File: src/rtl/waveform_framebuffer_controller.sv
// Single-port arbiter for the double-buffered 1-bit waveform bitmap RAM: clears banks,
// serves plot read-modify-writes into the draw bank and swaps banks on VSYNC.
module waveform_framebuffer_controller #(
    parameter int ADDRESS_LENGTH  = 14,
    parameter int WORDS_PER_FRAME = 13848,
    parameter int FIFO_DEPTH      = 2
) (
    input  logic                      clk,
    input  logic                      resetn,
    input  logic                      vsync,
    input  logic [ADDRESS_LENGTH-1:0] plot_word_address,
    input  logic [4:0]                plot_bit_offset,
    input  logic                      plot_valid,
    output logic                      plot_ready,
    output logic [ADDRESS_LENGTH:0]   mem_addr,
    output logic                      mem_rd_en,
    input  logic [31:0]               mem_rdata,
    output logic                      mem_wr_en,
    output logic [31:0]               mem_wdata,
    output logic                      display_bank,
    output logic                      frame_start,
    output logic                      clearing,
    output logic [15:0]               dropped_count
);

    localparam int CNT_W = ADDRESS_LENGTH + 1;
    localparam int PTR_W = (FIFO_DEPTH > 1) ? $clog2(FIFO_DEPTH) : 1;
    localparam int OCC_W = $clog2(FIFO_DEPTH + 1);
    localparam logic [CNT_W-1:0] FRAME_WORDS = CNT_W'(WORDS_PER_FRAME);
    localparam logic [CNT_W-1:0] BOTH_WORDS  = CNT_W'(2 * WORDS_PER_FRAME);
    localparam logic [OCC_W-1:0] FIFO_FULL   = OCC_W'(FIFO_DEPTH);

    typedef enum logic [2:0] {
        S_INIT_CLEAR, S_CLEAR, S_IDLE, S_RMW_RD, S_RMW_WAIT, S_RMW_WR
    } state_t;

    typedef struct packed {
        logic [ADDRESS_LENGTH-1:0] word;
        logic [4:0]                bit_idx;
    } plot_t;

    state_t                  r_state, w_next_state;
    logic [CNT_W-1:0]        r_cnt, w_next_cnt;
    plot_t                   r_fifo [FIFO_DEPTH];
    logic [PTR_W-1:0]        r_wr_ptr, r_rd_ptr;
    logic [OCC_W-1:0]        r_occ, w_next_occ;
    logic                    r_vsync_prev, r_swap_pending;
    logic [ADDRESS_LENGTH:0] r_rmw_addr, w_next_rmw_addr;
    logic [4:0]              r_rmw_bit, w_next_rmw_bit;

    logic                    r_plot_ready, r_mem_rd_en, r_mem_wr_en;
    logic [ADDRESS_LENGTH:0] r_mem_addr, w_mem_addr;
    logic [31:0]             r_mem_wdata, w_mem_wdata;
    logic                    r_display_bank, r_frame_start, r_clearing;
    logic [15:0]             r_dropped_count;

    logic                      w_addr_ok, w_push, w_drop, w_pop, w_serve_swap, w_vsync_rise;
    logic                      w_mem_rd_en, w_mem_wr_en, w_frame_start, w_clearing;
    logic                      w_next_bank, w_next_ready, w_init_upper;
    logic [ADDRESS_LENGTH-1:0] w_init_word;
    plot_t                     w_head;

    assign plot_ready    = r_plot_ready;
    assign mem_addr      = r_mem_addr;
    assign mem_rd_en     = r_mem_rd_en;
    assign mem_wr_en     = r_mem_wr_en;
    assign mem_wdata     = r_mem_wdata;
    assign display_bank  = r_display_bank;
    assign frame_start   = r_frame_start;
    assign clearing      = r_clearing;
    assign dropped_count = r_dropped_count;

    assign w_addr_ok    = {1'b0, plot_word_address} < FRAME_WORDS;
    assign w_push       = plot_valid & r_plot_ready & w_addr_ok;
    assign w_drop       = plot_valid & ~(r_plot_ready & w_addr_ok);
    assign w_vsync_rise = vsync & ~r_vsync_prev;
    assign w_head       = r_fifo[r_rd_ptr];
    assign w_init_upper = (r_cnt >= FRAME_WORDS);
    assign w_init_word  = w_init_upper ? ADDRESS_LENGTH'(r_cnt - FRAME_WORDS)
                                       : r_cnt[ADDRESS_LENGTH-1:0];

    // Outputs are computed for the state being entered and registered, so r_state
    // always names the state whose strobes are visible on the RAM port.
    always_comb begin
        // NOTE: every signal gets a default first so no path leaves it unassigned (no latch).
        w_next_state    = r_state;
        w_next_cnt      = r_cnt;
        w_next_rmw_addr = r_rmw_addr;
        w_next_rmw_bit  = r_rmw_bit;
        w_next_bank     = r_display_bank;
        w_pop           = 1'b0;
        w_serve_swap    = 1'b0;
        w_mem_addr      = '0;
        w_mem_rd_en     = 1'b0;
        w_mem_wr_en     = 1'b0;
        w_mem_wdata     = '0;
        w_frame_start   = 1'b0;
        w_clearing      = 1'b0;
        case (r_state)
            S_INIT_CLEAR: begin
                if (r_cnt < BOTH_WORDS) begin
                    w_mem_wr_en = 1'b1;
                    w_mem_addr  = {w_init_upper, w_init_word};
                    w_clearing  = 1'b1;
                    w_next_cnt  = r_cnt + CNT_W'(1);
                end else begin
                    w_next_state = S_IDLE;
                    w_next_cnt   = '0;
                end
            end
            S_CLEAR: begin
                if (r_cnt < FRAME_WORDS) begin
                    w_mem_wr_en = 1'b1;
                    w_mem_addr  = {~r_display_bank, r_cnt[ADDRESS_LENGTH-1:0]};
                    w_clearing  = 1'b1;
                    w_next_cnt  = r_cnt + CNT_W'(1);
                end else begin
                    w_next_state = S_IDLE;
                    w_next_cnt   = '0;
                end
            end
            S_RMW_RD: begin
                w_next_state = S_RMW_WAIT;
                w_mem_addr   = r_rmw_addr;
            end
            S_RMW_WAIT: begin
                w_next_state = S_RMW_WR;
                w_mem_wr_en  = 1'b1;
                w_mem_addr   = r_rmw_addr;
                w_mem_wdata  = mem_rdata | (32'd1 << r_rmw_bit);
            end
            // The write cycle dispatches like IDLE so a queued read lands right after it.
            S_IDLE, S_RMW_WR: begin
                if (r_swap_pending) begin
                    w_serve_swap  = 1'b1;
                    w_next_bank   = ~r_display_bank;
                    w_frame_start = 1'b1;
                    w_next_state  = S_CLEAR;
                    w_mem_wr_en   = 1'b1;
                    w_mem_addr    = {r_display_bank, {ADDRESS_LENGTH{1'b0}}};
                    w_clearing    = 1'b1;
                    w_next_cnt    = CNT_W'(1);
                end else if (r_occ != '0) begin
                    w_pop           = 1'b1;
                    w_next_state    = S_RMW_RD;
                    w_next_rmw_addr = {~r_display_bank, w_head.word};
                    w_next_rmw_bit  = w_head.bit_idx;
                    w_mem_rd_en     = 1'b1;
                    w_mem_addr      = {~r_display_bank, w_head.word};
                end else begin
                    w_next_state = S_IDLE;
                end
            end
            default: w_next_state = S_IDLE;
        endcase
        w_next_occ   = w_serve_swap ? '0 : r_occ + OCC_W'(w_push) - OCC_W'(w_pop);
        w_next_ready = (w_next_state != S_INIT_CLEAR) && (w_next_occ != FIFO_FULL);
    end

    // NOTE: sequential state uses non-blocking assignments so every register samples pre-edge values.
    always_ff @(posedge clk) begin
        if (!resetn) begin
            r_state         <= S_INIT_CLEAR;
            r_cnt           <= '0;
            r_wr_ptr        <= '0;
            r_rd_ptr        <= '0;
            r_occ           <= '0;
            r_vsync_prev    <= 1'b0;
            r_swap_pending  <= 1'b0;
            r_rmw_addr      <= '0;
            r_rmw_bit       <= '0;
            r_plot_ready    <= 1'b0;
            r_mem_addr      <= '0;
            r_mem_rd_en     <= 1'b0;
            r_mem_wr_en     <= 1'b0;
            r_mem_wdata     <= '0;
            r_display_bank  <= 1'b0;
            r_frame_start   <= 1'b0;
            r_clearing      <= 1'b0;
            r_dropped_count <= '0;
        end else begin
            r_state        <= w_next_state;
            r_cnt          <= w_next_cnt;
            r_occ          <= w_next_occ;
            r_vsync_prev   <= vsync;
            r_swap_pending <= w_serve_swap ? 1'b0 : (r_swap_pending | w_vsync_rise);
            r_rmw_addr     <= w_next_rmw_addr;
            r_rmw_bit      <= w_next_rmw_bit;
            r_plot_ready   <= w_next_ready;
            r_mem_addr     <= w_mem_addr;
            r_mem_rd_en    <= w_mem_rd_en;
            r_mem_wr_en    <= w_mem_wr_en;
            r_mem_wdata    <= w_mem_wdata;
            r_display_bank <= w_next_bank;
            r_frame_start  <= w_frame_start;
            r_clearing     <= w_clearing;
            if (w_serve_swap) begin
                r_wr_ptr <= '0;
                r_rd_ptr <= '0;
            end else begin
                if (w_push) r_wr_ptr <= r_wr_ptr + PTR_W'(1);
                if (w_pop)  r_rd_ptr <= r_rd_ptr + PTR_W'(1);
            end
            if (w_drop && r_dropped_count != 16'hFFFF)
                r_dropped_count <= r_dropped_count + 16'd1;
        end
    end

    // NOTE: FIFO storage has no reset; the pointers and occupancy alone define which entries are live.
    always_ff @(posedge clk) begin
        if (w_push)
            r_fifo[r_wr_ptr] <= '{word: plot_word_address, bit_idx: plot_bit_offset};
    end

endmodule

File: config.mk
export PLATFORM = sky130hd
export DESIGN_NAME = waveform_framebuffer_controller
export DESIGN_NICKNAME = d
export VERILOG_FILES = /design/src/rtl/waveform_framebuffer_controller.sv
export SDC_FILE = /design/constraint.sdc
export NUM_CORES = 1
export LEC_CHECK = 0
export ABC_CLOCK_PERIOD_IN_PS = 2850
export CAP_MARGIN = 20
export CORE_MARGIN = 5
export CORE_UTILIZATION = 30
export CTS_CLUSTER_DIAMETER = 120
export DETAILED_ROUTE_END_ITERATION = 10
export HOLD_SLACK_MARGIN = 0.15
export PLACE_DENSITY_LB_ADDON = 0.15
export SLEW_MARGIN = 10
export SYNTH_ARGS = -nofsm -noshare
export SYNTH_HDL_FRONTEND = slang
export SYNTH_SLANG_ARGS = --single-unit
File: constraint.sdc
create_clock -name clk -period 2.85 [get_ports clk]
set_input_delay 0.285 -clock clk [delete_from_list [all_inputs] [get_ports clk]]
set_output_delay 0.285 -clock clk [all_outputs]
set_load 0.02 [all_outputs]
Word level (Yosys, flattened, before mapping)
Memories as Yosys holds them, arrays and structs flattened. A register that Yosys moved wholly into a read port is not among the register bits.
Cells that the tools add are included.

operators by class
  shift-type cells = 1
  order comparisons = 4
  reduce and logical (&&, ||, !) cells = 13
  bitwise gates (word level) = 12
  equality and inequality tests = 8
  mux-type cells = 29
  add/subtract/negate cells = 7
  multipliers = 0
  divide/modulo/power cells = 0

operators by type and width
  operator                number
  $mux 15                 7
  $pmux 15 s4             1
  $pmux 15 s3             1
  $or 32x32->32           1
  $shl 1x5->32 const A    1
  $add 16x1->16 const B   1
  $ne 16x16->1 const B    1
  $add 15x1->15 const B   1
  $ge 15x14->1 const B    1
  $lt 15x14->1 const B    1
  $lt 15x15->1 const B    1
  $pmux 3 s5              1
  $lt 14x14->1 const B    1
  $mux 14                 1
  $sub 14x14->14 const B  1
  $mux 1                  12
  $eq 3x2->1 const B      2
  $eq 3x3->1 const B      2
  $mux 3                  2
  $reduce_and 2->1        3
  $reduce_bool 3->1       2
  $reduce_or 2->1         3
  $and 1x1->1             5
  $not 1->1               5
  13 further kinds        17

word-level totals
  memory bits (writable) = 38
  bits in registers = 113
  bits in latches = 0
  logic and storage cells = 93
  memories = 1
  output and inout bits = 69
  bits in read-only memories = 0

memories
  memory  depth  width  read ports  clocked after memory_dff  wr ports  RTL line  source
  r_fifo  2      19     1           1                         1         44        plot_t r_fifo [FIFO_DEPTH];

Longest topological paths before layout
Gate-level depths: netlist of the first run.

  depth after elaboration = 8
  mapped depth = 13

Worst setup path before layout of the first run
OpenSTA, ideal clock, no wires.

  path type = input to register
  start = input plot_word_address[3]
  end = memory r_fifo[1][0] (netlist name), enable pin
  setup slack = 0.322 ns
  library setup time = 0.377 ns
  arrival time = 2.151 ns
  stages = 6
  cells stage by stage = a211o_1 -> nor4_1 -> o31a_1 -> clkbuf_1 -> clkbuf_1 -> and3_1

on the way
  longest elaborated chain between the ends = 4

ends and longest elaborated chain
  element                       RTL line  source
  start, declared               11        input logic [ADDRESS_LENGTH-1:0] plot_word_address,
  $lt 14x14->1                  73        assign w_addr_ok = {1'b0, plot_word_address} < FRAME_WORDS;
  $and 1x1->1                   74        assign w_push = plot_valid & r_plot_ready & w_addr_ok;
  $mux 1                        211       if (w_push)
  $mux 1 (not written as such)  212       r_fifo[r_wr_ptr] <= '{word: plot_word_address, bit_idx: plot_bit_offset};
  end, declared                 44

Every way passes these cells.

Worst setup path in the final report of the first run
  start = register r_cnt[12]
  end = register r_cnt[4]

on the way
  longest elaborated chain between the ends = 3
  elaborated cells between the ends (all ways) = 5

ends and longest elaborated chain
  element                                       RTL line  source
  start, declared                               43        logic [CNT_W-1:0] r_cnt, w_next_cnt;
  start signal, assigned                        183       r_cnt <= w_next_cnt;
  $lt 15x14->1 or $lt 15x15->1 (tied branches)  112, 101
  $mux 15 (on tied branches)                    112, 101
  $pmux 15 s3 (*)                               99        case (r_state)

Mark *: on every way between the ends. The rest lies on a longest branch, timed or not.
A chain may end at the register's enable or synchronous reset.

==> results of run 1 <==
[power by group through the flow]
stage | combinational, mW | sequential, mW | clock, mW
global route | 0.217 | 2.24 | 2.39
finish | 0.199 | 2.23 | 2.24
floorplan | 0.0688 | 2.28 | 0
detailed placement | 0.199 | 2.28 | 0
global placement | 0.197 | 2.28 | 0
CTS | 0.200 | 2.23 | 2.30
[per-layer routing]
metal  global-route usage  up-vias  routed length, microns
li1                     -     2786                       -
met1                0.194     2707                    8820
met2                0.225      156                    8460
met3               0.0342       29                     832
met4               0.0481        0                     393
met5                    0        -                       0
[area by class of cell]
class / instances / area [sq um]
Clock buffer: 19 / 444
Clock inverter: 13 / 141
Fill cell: 2182 / 13100
Inverter: 14 / 52.6
Multi-Input combinational cell: 475 / 2940
Sequential cell: 152 / 3420
Tap cell: 280 / 350
Timing Repair Buffer: 154 / 1470
[flip-flops by register name, indices dropped and copies added, names as in the netlist, named ones only]
name            flops
r_fifo             38
mem_wdata          32
dropped_count      16
mem_addr           15
r_cnt              15
r_rmw_addr         15
r_rmw_bit           5
r_state             3
r_occ               2
clearing            1
display_bank        1
frame_start         1
mem_rd_en           1
mem_wr_en           1
plot_ready          1
r_rd_ptr            1
r_swap_pending      1
r_vsync_prev        1
r_wr_ptr            1
[kinds of logic after synthesis]
group	after synthesis
AOI/OAI and AO/OA	174
DFF	152
and+or+nand+nor	253
adders and majority gates	6
muxes	26
buffers and inverters	63
xor gates and xnor gates	16
[final timing paths]
check,from,slack (ns),to
worst max-delay path,r_cnt[12],0.37,r_cnt[4]
worst min-delay path,plot_bit_offset[4],0.45,r_fifo[1][4]
worst max register to register,r_cnt[12],0.37,r_cnt[4]
worst min register to register,r_rmw_addr[2],0.45,r_rmw_addr[2]
[cells in the final DEF (no fill, tap or decap), drive strengths merged, types with 7 or more instances in the layout]
master         synthesis  routed
a31oi                 14      14
nand4                 14      14
and3                  10      10
nor2                  75      75
clkbuf                38      19
inv                   14      20
nand3                 12      12
clkdlybuf4s50          0     123
edfxtp                38      38
nand2                 54      54
a211oi                13      13
xor2                   7       7
o21ai                 19      19
nor3                  16      16
and2                  14      14
o31ai                  8       8
buf                   10      31
a21oi                 56      56
dfxtp                114     114
nand2b                16      16
mux2i                 18      18
xnor2                  9       9
or4                    8       8
mux2                   8       8
[metrics by stage]
step / power, mW / setup WS [ns] / instance area [sq um]
3_5_place_dp: 2.48 / -0.00971 / 8220
4_1_cts: 4.73 / 0.362 / 8800
6_report: 4.67 / 0.365 / 8820
2_1_floorplan: 2.35 / 0.322 / 6700
5_1_grt: 4.84 / 0.0904 / 8820
3_3_place_gp: 2.48 / -0.00329 / 8220
[Yosys cell counts (all sizes together), types with 6 or more instances]
cell    instances  area (sq um)
nor3           16          80.1
o31ai           8          60.1
dfxtp         114          2280
mux2            8          90.1
a31oi          14          87.6
a21oi          56           280
nand2b         16           100
nor2           75           282
edfxtp         38          1140
clkbuf         38           193
xnor2           9          78.8
nand3          12          60.1
and2           14          87.6
xor2            7          61.3
inv            14          52.6
nand4          14          87.6
mux2i          18           180
ha              6          75.1
nand2          54           203
and3           10          62.6
nor2b           6          37.5
buf            10          88.8
o21ai          19          95.1
a211oi         13           108
or4             8          60.1
==> metrics.cfg, run 1 <==
[status]
outcome = completed

[timing]
tns_ns = 0
hold_viol = 0
rsz0062_at_grt = false
finClkSkew_ns = 0.00835
period_share = 0.872
setup_viol = 0
period_needed_ns = 2.48
worst_slew_pin_slew_ns = 1.02
drv_slew = 0
finalHoldWorstSlack_ns = 0.449
fmax_mhz = 402
slew_headroom = 0.318

[power_and_ir_drop]
max-vdd-ir-drop_uv = 333
p_leak_nw = 3.11
switchingPower_mw = 1.01
clkPwrFrac = 0.479
netSwitchingFraction = 0.217
pwr-share-comb = 0.043
cellInternalPower_mw = 3.66
pwr-share-seq = 0.478
powerDensity_mw_per_mm2 = 530

[finish]
stdcell_count = 1107
drive_above_1_share = 0.0967
area_growth_syn_to_layout_pct = 31.6
antenna_cells = 0
fin_util = 0.403
fin_nets = 875

[clock_network]
cts_hold_buffers = 0
post_cts_resized = 0
numCtsBuffers = 17
post_cts_buffers = 0
htreeDepth = 4
cts_root_buffer = clkbuf_16
cts.sinks = 152
cts_tree = done
clk_pin_slew_ns = 0.06
clk_latency_ns = 0.42
clk_path_buf_depth = 2

[floorplanning]
fp.dieW_microns = 159
rows = 54
initial_utilization = 0.306
top_level_ports = 124
die_area_sq_mm = 0.0254
die_h_microns = 159
core_sq_mm = 0.0219

[critical_path]
reg2regPathDepth = 6
worst_path_largest_cell_delay_ns = 0.86
critPathLaunchType = flip-flop
path_buf_inv = 1
cp.arrival_ns = 2.75
cp.depth = 6
critPathCaptureType = flip-flop
crit_slowest_cell = o31ai_2
critPathKind = reg -> reg
worstPathRequired_ns = 3.11
crit_chain = and2_1 -> o21a_1 -> a211oi_2 -> buf_4 -> o31ai_2 -> nor2_1
cp_top_family = compound AO/OA/AOI/OAI gates
crit_fanout = 14

[yosys]
synth_cell_types = 71
synth_adder_area_share = 0.0112
ys_async_sr_fraction = 0
synthFlopType = dfxtp_1
syn_area_per_cell_sq_um = 9.71
postSynthCellCount = 690
ys_seq_elements = 152
yosysWarnings = 0
syn_nets = 751
synth-compound-area-share = 0.174
synth_mux_area_frac = 0.0403
synth-simple-area-share = 0.191
mappedNetlistArea_sq_mm = 0.00670
synth_top_family_by_area = simple AND/OR/NAND/NOR gates
ys_seq_area_frac = 0.511
synth_edf_count = 38
synth_xor_area_frac = 0.0209

[detailed_routing]
route.vias.total = 5678
drt_pass1_iterations = 6
wire_per_inst_microns = 16.7
finalWirelength_mm = 18.5
drt-initial-drc-count = 536
post-route-drc-count = 0
ant_nets = 0
viasPerCell = 5.13

[placement]
place_inst = 1074
place_congestion = 0.859
numPortBuffers = 123
dp_hpwl_mm = 13.7

[global_route]
grt_antenna_before_repair = 0
grt-ovfl-total = 0
grt_pass1_wl_mm = 29.8
grt_max_degree = 33
grtUsageTotal = 0.143
grt_pass1_vias = 5475

[worst_hold_path]
hp-class = in -> reg
hold_depth = 1

[flow_run]
cap_viol_max_count = 0

Note: power is estimated with default switching activity, not from simulation.
==> run 2: changes to the inputs <==
--- a/config.mk
+++ b/config.mk
@@ -9,10 +9,12 @@
 export CAP_MARGIN = 20
 export CORE_MARGIN = 5
 export CORE_UTILIZATION = 30
+export CTS_BUF_LIST = sky130_fd_sc_hd__clkbuf_8
 export CTS_CLUSTER_DIAMETER = 120
 export DETAILED_ROUTE_END_ITERATION = 10
 export HOLD_SLACK_MARGIN = 0.15
 export PLACE_DENSITY_LB_ADDON = 0.15
+export SETUP_SLACK_MARGIN = 0.02
 export SLEW_MARGIN = 10
 export SYNTH_ARGS = -nofsm -noshare
 export SYNTH_HDL_FRONTEND = slang
==> metrics.cfg, run 2 (synthesis gave the netlist of run 1 again) <==
[timing]
fmax_mhz = 402  ; about the same
worst_slew_pin_slew_ns = 1.02  ; +0.00362 ns
setup_slack_ns = 0.364  ; -0.00138 ns
hold_viol = 0  ; unchanged
setup_viol = 0  ; unchanged
period_share = 0.872  ; about the same
drv_slew = 0  ; unchanged
period_needed_ns = 2.49  ; +0.00138 ns
rsz0062_at_grt = false
finalHoldWorstSlack_ns = 0.416  ; -0.0325 ns
finClkSkew_ns = 0.0147  ; +0.00631 ns
slew_headroom = 0.315  ; -0.00243

[placement]
dp_hpwl_mm = 13.7  ; unchanged
dp_slack_ns = -0.00971  ; unchanged
place_congestion = 0.859  ; unchanged
numPortBuffers = 123  ; unchanged
place_inst = 1074  ; unchanged
placed_cell_area_sq_mm = 0.00822  ; unchanged

[critical_path]
critPathCaptureType = flip-flop
cp.arrival_ns = 2.78  ; +0.03 ns
critPathKind = reg -> reg
crit_slowest_cell = o31ai_2
path_buf_inv = 1  ; unchanged
crit_fanout = 14  ; unchanged
crit_chain = and2_1 -> o21a_1 -> a211oi_2 -> buf_4 -> o31ai_2 -> nor2_1
worst_path_largest_cell_delay_ns = 0.87  ; about the same
worstPathRequired_ns = 3.14  ; +0.03 ns
cp_top_family = compound AO/OA/AOI/OAI gates
critPathLaunchType = flip-flop

[clock_network]
cts_hold_buffers = 0  ; unchanged
numCtsBuffers = 17  ; unchanged
cts_tree = done
cts_root_buffer = clkbuf_8
clk_pin_slew_ns = 0.08  ; +0.02 ns
post_cts_buffers = 0  ; unchanged
clk_path_buf_depth = 2  ; unchanged
post_cts_resized = 0  ; unchanged
clk_latency_ns = 0.45  ; +0.03 ns
htreeDepth = 4  ; unchanged
cts.sinks = 152  ; unchanged

[detailed_routing]
drt_pass1_iterations = 5  ; -1
wire_per_inst_microns = 16.7  ; about the same
finalWirelength_mm = 18.5  ; about the same
ant_nets = 0  ; unchanged
drt-initial-drc-count = 588  ; +9.7%
post-route-drc-count = 0  ; unchanged
viasPerCell = 5.12  ; -0.11%
route.vias.total = 5672  ; -0.11%

[global_route]
grt_pass1_vias = 5481  ; +0.11%
grt-ovfl-total = 0  ; unchanged
grt_max_degree = 33  ; unchanged
grt_antenna_before_repair = 0  ; unchanged
grtUsageTotal = 0.143  ; -0.000217
grt_pass1_wl_mm = 29.8  ; about the same

[floorplanning]
die_area_sq_mm = 0.0254  ; unchanged
top_level_ports = 124  ; unchanged
initial_utilization = 0.306  ; unchanged
core_sq_mm = 0.0219  ; unchanged
die_h_microns = 159  ; unchanged
fp.dieW_microns = 159  ; unchanged
rows = 54  ; unchanged

[finish]
largest_register = r_fifo
drive_above_1_share = 0.0955  ; -0.00121
stdcell_count = 1107  ; unchanged
layout_commonest_cell = clkdlybuf4s50_1
antenna_cells = 0  ; unchanged
fin_nets = 875  ; unchanged
area_growth_syn_to_layout_pct = 28.7
stdcell_area_sq_mm = 0.00863  ; -2.2%
final_cell_mix = 123 x clkdlybuf4s50_1, 114 x dfxtp_1, 75 x nor2_1, 56 x a21oi_1, 54 x nand2_1
largest_reg_flops = 38  ; unchanged

[power_and_ir_drop]
pwr-share-seq = 0.546  ; +0.068
pwr-share-comb = 0.049  ; +0.006
clkPwrFrac = 0.405  ; -0.074
p_leak_nw = 3.03  ; -2.8%
netSwitchingFraction = 0.233  ; +0.0157
max-vdd-ir-drop_uv = 279  ; -16%
powerDensity_mw_per_mm2 = 474  ; -11%
switchingPower_mw = 0.952  ; -6.2%
cellInternalPower_mw = 3.14  ; -14%
report.power.total_mw = 4.09  ; -12%

[status]
outcome = completed

[worst_hold_path]
hp-class = in -> reg

[flow_run]
cap_viol_max_count = 0  ; unchanged

-- run 2: changes by cell type in the layout (fill, tap and decap cells not counted), sizes merged --
cell	delta
clkbuf	-1
inv	+1
-- run 2: final cells by class --
type	instances	area [sq um]
flip-flops and latches	152	3420
multi-input cells	475	2940
inverters	14	52.6
well taps	280	350
fillers	2201	13300
clock inverters	14	145
clock buffers	18	248
repair buffers	154	1470
-- run 2: routing by layer --
layer | GRT usage | share of wire
met2 | 0.224 | 0.46
met5 | 0 | 0
met1 | 0.194 | 0.47
met4 | 0.0485 | 0.022
met3 | 0.0334 | 0.050
-- run 2: final timing paths --
path / slack [ns] / from / cells past startpoint / end
worst max register to register: 0.36 / r_cnt[12] / 6 / r_cnt[4]
worst max-delay path: 0.36 / r_cnt[12] / 6 / r_cnt[4]
worst min register to register: 0.46 / r_rmw_addr[4] / 2 / r_rmw_addr[4]
worst min-delay path: 0.42 / plot_bit_offset[4] / 1 / r_fifo[1][4]
-- run 2: power by group through the flow --
stage	Combinational (mW)	Clock (mW)	Sequential, mW
floorplan	0.0688	0	2.28
global placement	0.197	0	2.28
detailed placement	0.199	0	2.28
CTS	0.200	1.71	2.23
global route	0.217	1.79	2.23
finish	0.199	1.66	2.23
-- run 2: through the flow --
step,TNS (ns),util
final,0,0.394
after global routing,0,0.394
after CTS,0,0.393
after floorplan,0,-
after global placement,-0.00329,0.375
after detailed placement,-0.00971,0.375
